$ cat src/rtl/md5_pkg.sv
// Shared MD5 definitions: block geometry, byte/block types and MD5 message padding.
package md5_pkg;

    localparam int BLOCK_WIDTH   = 512;
    localparam int DIGEST_WIDTH  = 128;
    localparam int MSG_MAX_BYTES = 16;

    typedef logic [7:0]             byte_t;
    typedef logic [BLOCK_WIDTH-1:0] md5_block_t;

    typedef enum logic [1:0] {
        ST_IDLE = 2'd0,
        ST_RUN  = 2'd1,
        ST_HALT = 2'd2
    } state_t;

    // msg is left-justified (byte 0 in the MSBs); bytes at or beyond len are ignored.
    function automatic md5_block_t pad_block(input logic [MSG_MAX_BYTES*8-1:0] msg,
                                             input byte_t                      len);
        md5_block_t  blk;
        logic [63:0] bit_count;
        blk = '0;
        for (int i = 0; i < MSG_MAX_BYTES; i++) begin
            if (8'(i) < len) begin
                blk[BLOCK_WIDTH-1-8*i -: 8] = msg[MSG_MAX_BYTES*8-1-8*i -: 8];
            end else if (8'(i) == len) begin
                blk[BLOCK_WIDTH-1-8*i -: 8] = 8'h80;
            end
        end
        if (len == 8'(MSG_MAX_BYTES)) begin
            blk[BLOCK_WIDTH-1-8*MSG_MAX_BYTES -: 8] = 8'h80;
        end
        // Length field is little-endian in bytes 56..63.
        bit_count = {53'd0, len, 3'd0};
        for (int i = 0; i < 8; i++) begin
            blk[BLOCK_WIDTH-1-8*(56+i) -: 8] = bit_count[8*i +: 8];
        end
        return blk;
    endfunction

endpackage

$ cat src/rtl/md5_block_builder_bcd_counter.sv
// Decimal counter of DIGITS BCD digits plus a used-digit count, no leading zeros.
// Outputs show the value held after the current edge, so a consumer can register it in step.
module bcd_counter #(
    parameter int DIGITS = 8
) (
    input  logic                        clk,
    input  logic                        reset,
    input  logic                        clear,
    input  logic                        incr,
    output logic [DIGITS*4-1:0]         digits,
    output logic [$clog2(DIGITS+1)-1:0] digit_count,
    output logic                        carry_out
);
    localparam int            CW        = $clog2(DIGITS + 1);
    localparam logic [CW-1:0] COUNT_MAX = CW'(DIGITS);
    localparam logic [CW-1:0] COUNT_ONE = CW'(1);

    logic [DIGITS*4-1:0] digits_q, digits_d;
    logic [CW-1:0]       count_q, count_d;
    logic                all_nines;
    logic                ripple;

    always_ff @(posedge clk) begin
        if (reset) begin
            digits_q <= '0;
            count_q  <= COUNT_ONE;
        end else begin
            digits_q <= digits_d;
            count_q  <= count_d;
        end
    end

    always_comb begin
        all_nines = 1'b1;
        for (int i = 0; i < DIGITS; i++) begin
            if (CW'(i) < count_q && digits_q[4*i +: 4] != 4'd9) all_nines = 1'b0;
        end
    end

    always_comb begin
        digits_d  = digits_q;
        count_d   = count_q;
        carry_out = 1'b0;
        ripple    = 1'b0;
        if (clear) begin
            digits_d      = '0;
            digits_d[3:0] = 4'd1;
            count_d       = COUNT_ONE;
        end else if (incr) begin
            ripple = 1'b1;
            for (int i = 0; i < DIGITS; i++) begin
                if (ripple) begin
                    if (digits_q[4*i +: 4] == 4'd9) begin
                        digits_d[4*i +: 4] = 4'd0;
                    end else begin
                        digits_d[4*i +: 4] = digits_q[4*i +: 4] + 4'd1;
                        ripple             = 1'b0;
                    end
                end
            end
            // Digits above the count are zero, so an all-nines value grows by one digit.
            if (all_nines) begin
                if (count_q == COUNT_MAX) carry_out = 1'b1;
                else                      count_d   = count_q + COUNT_ONE;
            end
        end
    end

    assign digits      = digits_d;
    assign digit_count = count_d;

endmodule

$ cat src/rtl/md5_block_builder.sv
// Builds padded MD5 blocks for "<key><N>", N = 1, 2, ... and streams them to the engine.
//   state   | meaning
//   IDLE    | after reset, waiting for a key
//   RUN     | block for current N presented, valid high
//   HALT    | stopped on a filter hit or counter overflow; a new key restarts
module md5_block_builder #(
    parameter int BLOCK_WIDTH   = 512,
    parameter int KEY_MAX_BYTES = 8,
    parameter int DIGITS_MAX    = 8
) (
    input  logic                               clk,
    input  logic                               reset,
    input  logic                               key_valid,
    input  logic [KEY_MAX_BYTES*8-1:0]         key_data,
    input  logic [$clog2(KEY_MAX_BYTES+1)-1:0] key_length,
    input  logic                               stop,
    input  logic                               md5_block_ready,
    output logic                               md5_block_valid,
    output logic [BLOCK_WIDTH-1:0]             md5_block_data,
    output logic                               busy,
    output logic                               overflow
);
    localparam int KLW      = $clog2(KEY_MAX_BYTES + 1);
    localparam int CW       = $clog2(DIGITS_MAX + 1);
    localparam int MSG_BITS = md5_pkg::MSG_MAX_BYTES * 8;
    localparam int KEY_BITS = KEY_MAX_BYTES * 8;

    if (BLOCK_WIDTH != md5_pkg::BLOCK_WIDTH) begin : g_bad_width
        $error("md5_block_builder: BLOCK_WIDTH must be 512");
    end
    if (KEY_MAX_BYTES + DIGITS_MAX > md5_pkg::MSG_MAX_BYTES) begin : g_bad_msg
        $error("md5_block_builder: KEY_MAX_BYTES + DIGITS_MAX must not exceed 16");
    end

    md5_pkg::state_t        state_q, state_d;
    logic [KEY_BITS-1:0]    key_q, key_d;
    logic [KLW-1:0]         key_len_q, key_len_d;
    logic [BLOCK_WIDTH-1:0] block_q, block_d;
    logic                   overflow_q, overflow_d;

    logic                   key_ok, load, handshake;
    logic [DIGITS_MAX*4-1:0] cnt_digits;
    logic [CW-1:0]          cnt_count;
    logic                   cnt_carry;
    logic [KEY_BITS-1:0]    key_sel;
    logic [KLW-1:0]         key_len_sel;
    logic [MSG_BITS-1:0]    key_wide, msg;
    md5_pkg::byte_t         msg_len;
    logic [BLOCK_WIDTH-1:0] block_next;

    assign key_ok    = (key_length != '0) && (key_length <= KLW'(KEY_MAX_BYTES));
    assign load      = key_valid && key_ok && (state_q != md5_pkg::ST_RUN);
    assign handshake = (state_q == md5_pkg::ST_RUN) && md5_block_ready;

    bcd_counter #(.DIGITS(DIGITS_MAX)) u_counter (
        .clk        (clk),
        .reset      (reset),
        .clear      (load),
        .incr       (handshake),
        .digits     (cnt_digits),
        .digit_count(cnt_count),
        .carry_out  (cnt_carry)
    );

    // On a load the key comes straight from the ports, since key_q updates on the same edge.
    always_comb begin : msg_build
        int klen;
        int dcnt;
        key_sel     = load ? key_data : key_q;
        key_len_sel = load ? key_length : key_len_q;
        key_wide    = {key_sel, {(MSG_BITS-KEY_BITS){1'b0}}};
        klen        = int'(key_len_sel);
        dcnt        = int'(cnt_count);
        msg         = '0;
        for (int j = 0; j < md5_pkg::MSG_MAX_BYTES; j++) begin
            if (j < klen) begin
                msg[MSG_BITS-1-8*j -: 8] = key_wide[MSG_BITS-1-8*j -: 8];
            end else if (j < klen + dcnt) begin
                msg[MSG_BITS-1-8*j -: 8] = {4'h3, cnt_digits[4*(dcnt-1-(j-klen)) +: 4]};
            end
        end
        msg_len = 8'(klen + dcnt);
    end

    assign block_next = md5_pkg::pad_block(msg, msg_len);

    always_ff @(posedge clk) begin
        if (reset) begin
            state_q    <= md5_pkg::ST_IDLE;
            key_q      <= '0;
            key_len_q  <= '0;
            block_q    <= '0;
            overflow_q <= 1'b0;
        end else begin
            state_q    <= state_d;
            key_q      <= key_d;
            key_len_q  <= key_len_d;
            block_q    <= block_d;
            overflow_q <= overflow_d;
        end
    end

    always_comb begin : next_state
        state_d    = state_q;
        key_d      = key_q;
        key_len_d  = key_len_q;
        block_d    = block_q;
        overflow_d = overflow_q;
        case (state_q)
            md5_pkg::ST_IDLE, md5_pkg::ST_HALT: begin
                if (load) begin
                    state_d    = md5_pkg::ST_RUN;
                    key_d      = key_data;
                    key_len_d  = key_length;
                    block_d    = block_next;
                    overflow_d = 1'b0;
                end
            end
            md5_pkg::ST_RUN: begin
                if (handshake && cnt_carry) begin
                    state_d    = md5_pkg::ST_HALT;
                    overflow_d = 1'b1;
                end else begin
                    if (handshake) block_d = block_next;
                    if (stop)      state_d = md5_pkg::ST_HALT;
                end
            end
            default: state_d = md5_pkg::ST_IDLE;
        endcase
    end

    always_comb begin : outputs
        md5_block_valid = (state_q == md5_pkg::ST_RUN);
        busy            = (state_q == md5_pkg::ST_RUN);
        md5_block_data  = block_q;
        overflow        = overflow_q;
    end

endmodule

$ cat config.mk
export PLATFORM = sky130hd
export DESIGN_NAME = md5_block_builder
export DESIGN_NICKNAME = d
export VERILOG_FILES = /design/src/rtl/md5_pkg.sv /design/src/rtl/md5_block_builder_bcd_counter.sv /design/src/rtl/md5_block_builder.sv
export SDC_FILE = /design/constraint.sdc
export NUM_CORES = 1
export LEC_CHECK = 0
export CAP_MARGIN = 25
export CORE_AREA = 2 2 230 232
export DETAILED_ROUTE_END_ITERATION = 6
export DIE_AREA = 0 0 232 234
export MAX_ROUTING_LAYER = met4
export PLACE_DENSITY_LB_ADDON = 0.3
export SLEW_MARGIN = 10
export SYNTH_ARGS = -nofsm -noshare
export SYNTH_HDL_FRONTEND = slang
export SYNTH_SLANG_ARGS = --single-unit
export TNS_END_PERCENT = 50
$ cat constraint.sdc
create_clock -name clk -period 14.51 [get_ports clk]
set_clock_uncertainty 0.05 [all_clocks]
set_input_delay 2.1765 -clock clk [delete_from_list [all_inputs] [get_ports clk]]
set_output_delay 2.1765 -clock clk [all_outputs]
set_load 0.05 [all_outputs]
==> summary.md <==
| Metric | Value |
|---|---|
| Min Tclk post-route | `a little over 8 ns` |
| I/O Pins | `588` |
| Syn avg cell area | `7.912 um2` |
| Post-synthesis xor/xnor area fraction | `~3.0%` |
| Routed len/inst | `just under 20 um` |
| Max Cap Viol | `0` |
| Max Root-Sink Buffers | `3` |
| Cell Area, Synth | `roughly 16000 um2` |
| FMAX | `roughly 120 MHz` |
| Sequential area share after synthesis | `27.20%` |
| Critical Path Fanout Max | `60` |
| CTS resizes | `0` |
| Area of the multi-input gates | `about 10000 um2` |
| CTS Buf Count | `27` |
| Syn Inst Count | `between 2000 and 2500` |
| Synth unique cells | `91` |
| Global route total overflow | `0` |
| Fin crit share | `a little under three fifths` |
| Critical Path RT | `14.89 ns` |
| Overall global routing resource usage | `between 20% and 30%` |
| Worst setup path start | `key_length[1]` |
| Leakage | `~7.7 nW` |
| Synth Area in Simple Gates | `18.08%` |
| PortBufs | `201` |
| Critical Path Source Type | `primary input` |
| Failing checks | `design-rule violations` |
| Top cells by area, synth | `dfxtp_1 27%, buf_4 18%, nand2_1 6.6%` |
| Final #Nets | `roughly 2400` |
| Final wirelength | `58110 um` |
| RSZ-0062 raised after global routing | `false` |
| Worst path depth | `15` |
| First drt pass iteration count | `7` |
| First-pass GRT wire length | `slightly above 80000 um` |
| DR iter-0 viols | `between 1000 and 1500` |
| Slew Limit Fails | `0` |
| Status | `finished, violations left` |
| Initial antenna violation count | `1` |
| H-tree Lvls | `1` |
| CTS tree | `done` |
| Die Ht | `between 200 and 250 um` |
| Largest net degree at the start of global routing | `122` |
| R2R cell count | `15` |
| Reg clk slew, reported paths | `approximately 0.06 ns` |
| Largest family of logic cells by synthesized area | `buffers and inverters` |
| Post-synth EDFFs | `0` |
| Slew @ Worst Pin | `~1.3 ns` |
| Via Count | `roughly 14000` |
| Placer Congestion | `approximately 0.93` |
| Adder-cell share of the synthesized area | `a little over 5%` |
| Share of the synthesized area in the top cell type | `between 20% and 30%` |
| Synth Warn # | `0` |
| Fillers | `approximately 5400` |
| Reg2Reg Capture Point | `md5_block_data[497]$_SDFFE_PP0P_` |
| Number of global-route vias before repair | `12610` |
| Worst vdd ir | `approximately 0.08 mV` |
| CTS Root Cell | `clkbuf_16` |
| Die W | `approximately 230 um` |
| Power Density | `~110 nW/um2` |
| Post-route ant nets | `0` |
| Core ar. | `roughly 52000 um2` |
| Hold/Removal Path Class | `reg2reg` |
| Post-synthesis mux area share | `between 7 and 8%` |
| Setup violators final | `0` |
| Die ar. | `roughly 54000 um2` |
| Asr flop ratio synth | `0%` |
| CP arrival | `around 8.4 ns` |
| Critical path, cell by cell | `clkdlybuf4s50_1, nor4_1, or4b_4, buf_4, mux2i_1, buf_4, inv_1, fa_1, a21o_1, a21oi_2, nand3_1, nor2_1, nor3_1, a221oi_1, nor3_1` |
| Worst reg2reg setup slack | `between 8 and 9 ns` |
| Layout Area Growth over Synthesis | `12.54%` |
| Most used DFF post-synth | `dfxtp_1` |
| Fin util | `35.67%` |
| Compound-gate portion of the synthesized area | `between 15 and 20%` |
| Storage cell area | `4484 um2` |
| Share of layout cells above drive strength 1 | `approximately 6.5%` |
| Worst Setup EP | `md5_block_data[497]$_SDFFE_PP0P_` |
| CTS hold repair buffers | `0` |
| Post-synth top area cell | `dfxtp_1` |
| Slew headroom | `a little under an eighth` |
| Worst-skew pair later-pin latency | `around 0.59 ns` |
| Number of post-CTS setup repair buffers | `0` |
| Critical path class | `in2reg` |
| CTS Sinks | `224` |
| Final HPWL DP | `around 44000 um` |
| Delay-heaviest family, CP | `simple AND/OR/NAND/NOR gates` |
| Setup TNS | `0 ns` |
| Crit-path max cell delay | `about 0.8 ns` |
| Row count | `84` |
| Post-route DRC | `4` |
| Sum of buffers and inverters on the critical path | `4` |
| CP Capture Type | `flip-flop` |
| Avg Vias per Cell | `between 4 and 5` |
| Slowest cell on crit path | `nor2_1` |
| Initial core utilization | `31.69%` |
| R2r startpoint | `state_q[1]$_SDFFE_PP0P_` |
| Seq cells post-synth | `224` |
| Final Hold Viols | `0` |
[kinds of logic after synthesis]
kind of cell / count (synthesis)
xor gates and xnor gates: 48
AOI/OAI and AO/OA: 443
other: 1
and+or+nand+nor: 661
DFF: 224
muxes: 89
buffers and inverters: 553
adders and majority gates: 65
[through the flow]
step	instance area, um2	hold WS [ns]	setup WS [ns]	power, W	cells
6_report	18560	0.4044	6.469	0.001981	2931
5_1_grt	18560	0.4241	6.101	0.002055	2931
4_1_cts	18540	0.4062	6.463	0.001990	2928
3_5_place_dp	17610	0.3971	5.856	0.001274	2880
3_3_place_gp	17610	0.3912	5.368	0.001271	2880
2_1_floorplan	17930	0.3860	7.589	0.001220	2469
[final cells by class]
class	instances	area share [%]
multi-input combinational	1692	53.38
sequential	224	24.17
timing repair buffer	221	11.66
tap	688	4.639
clock buffer	33	4.032
inverter	57	1.167
clock inverter	15	0.9440
antenna	1	0.01349
[flip-flops by register name, summed over array words and instances (netlist names)]
register and cells:
key_len_q 4, key_q 64, md5_block_data 117, overflow 1
state_q 2, u_counter.count_q 4, u_counter.digits_q 32
[worst reg2reg max path: stages (launching register included)]
cell and delay, ns:
dfxtp_1 0.34, or2b_1 0.32, inv_1 0.21, or4b_4 0.49, buf_4 0.67, mux2i_1 0.31
buf_4 0.24, inv_1 0.26, fa_1 0.53, a21o_1 0.21, a21oi_2 0.61, nand3_1 0.42
nor2_1 0.79, nor3_1 0.32, a221oi_1 0.36, nor3_1 0.09
[layout by cell type (no fill, tap or decap), types with 8 or more instances in the layout]
cell type / instances
nor3_1: 39
ha_1: 60
xnor2_1: 29
a21o_1: 14
a21oi_1: 209
mux2_2: 14
a22o_1: 10
a31oi_1: 13
conb_1: 386
o21ai_0: 42
nor2_1: 179
a211oi_1: 17
nor2b_1: 10
a2111oi_0: 8
nand2b_1: 9
a32o_1: 16
o31a_1: 8
or3_1: 11
xor2_1: 14
clkbuf_16: 27
nand3_1: 33
nor4_1: 14
nand2_1: 292
mux2i_1: 52
dfxtp_1: 224
nand4_1: 10
clkdlybuf4s50_1: 200
mux4_2: 22
and3b_1: 9
inv_1: 53
buf_4: 18
nand3b_1: 10
o22ai_1: 8
a221oi_1: 13
and2_1: 11
a22oi_1: 19
clkinv_2: 8
[synthesized netlist by cell type, drive strengths merged (16+ instances only)]
cell type / instances
nor2: 182
nor4: 17
a211oi: 17
a21oi: 211
buf: 427
nor3: 40
clkbuf: 69
mux4: 22
ha: 60
xnor2: 29
mux2i: 52
o21ai: 44
nand2: 293
a32o: 16
dfxtp: 224
nand3: 35
a22oi: 19
inv: 57
[layer usage]
metal	part of all wire (%)	GRT usage (%)
met1	42	26.95
met2	50	35.13
met3	6.3	2.322
met4	1.9	4.287
met5	0	-
[power breakdown]
part	internal (W)	switching (W)	total, W
Sequential	0.000634	0.0000123	0.000647
Clock	0.000420	0.000293	0.000714
Combinational	0.000136	0.000485	0.000621
[worst min-delay path by stage]
stage,from,to,cells after the start
CTS,key_q[62]$_SDFFE_PP0N_,key_q[62]$_SDFFE_PP0N_,2
detailed placement,key_q[62]$_SDFFE_PP0N_,key_q[62]$_SDFFE_PP0N_,2
global placement,key_q[23]$_SDFFE_PP0N_,key_q[23]$_SDFFE_PP0N_,2
floorplan,key_q[15]$_SDFFE_PP0N_,key_q[15]$_SDFFE_PP0N_,2
global route,key_q[51]$_SDFFE_PP0N_,key_q[51]$_SDFFE_PP0N_,2
finish,key_q[38]$_SDFFE_PP0N_,key_q[38]$_SDFFE_PP0N_,2
(Power assumes the default switching activity.)
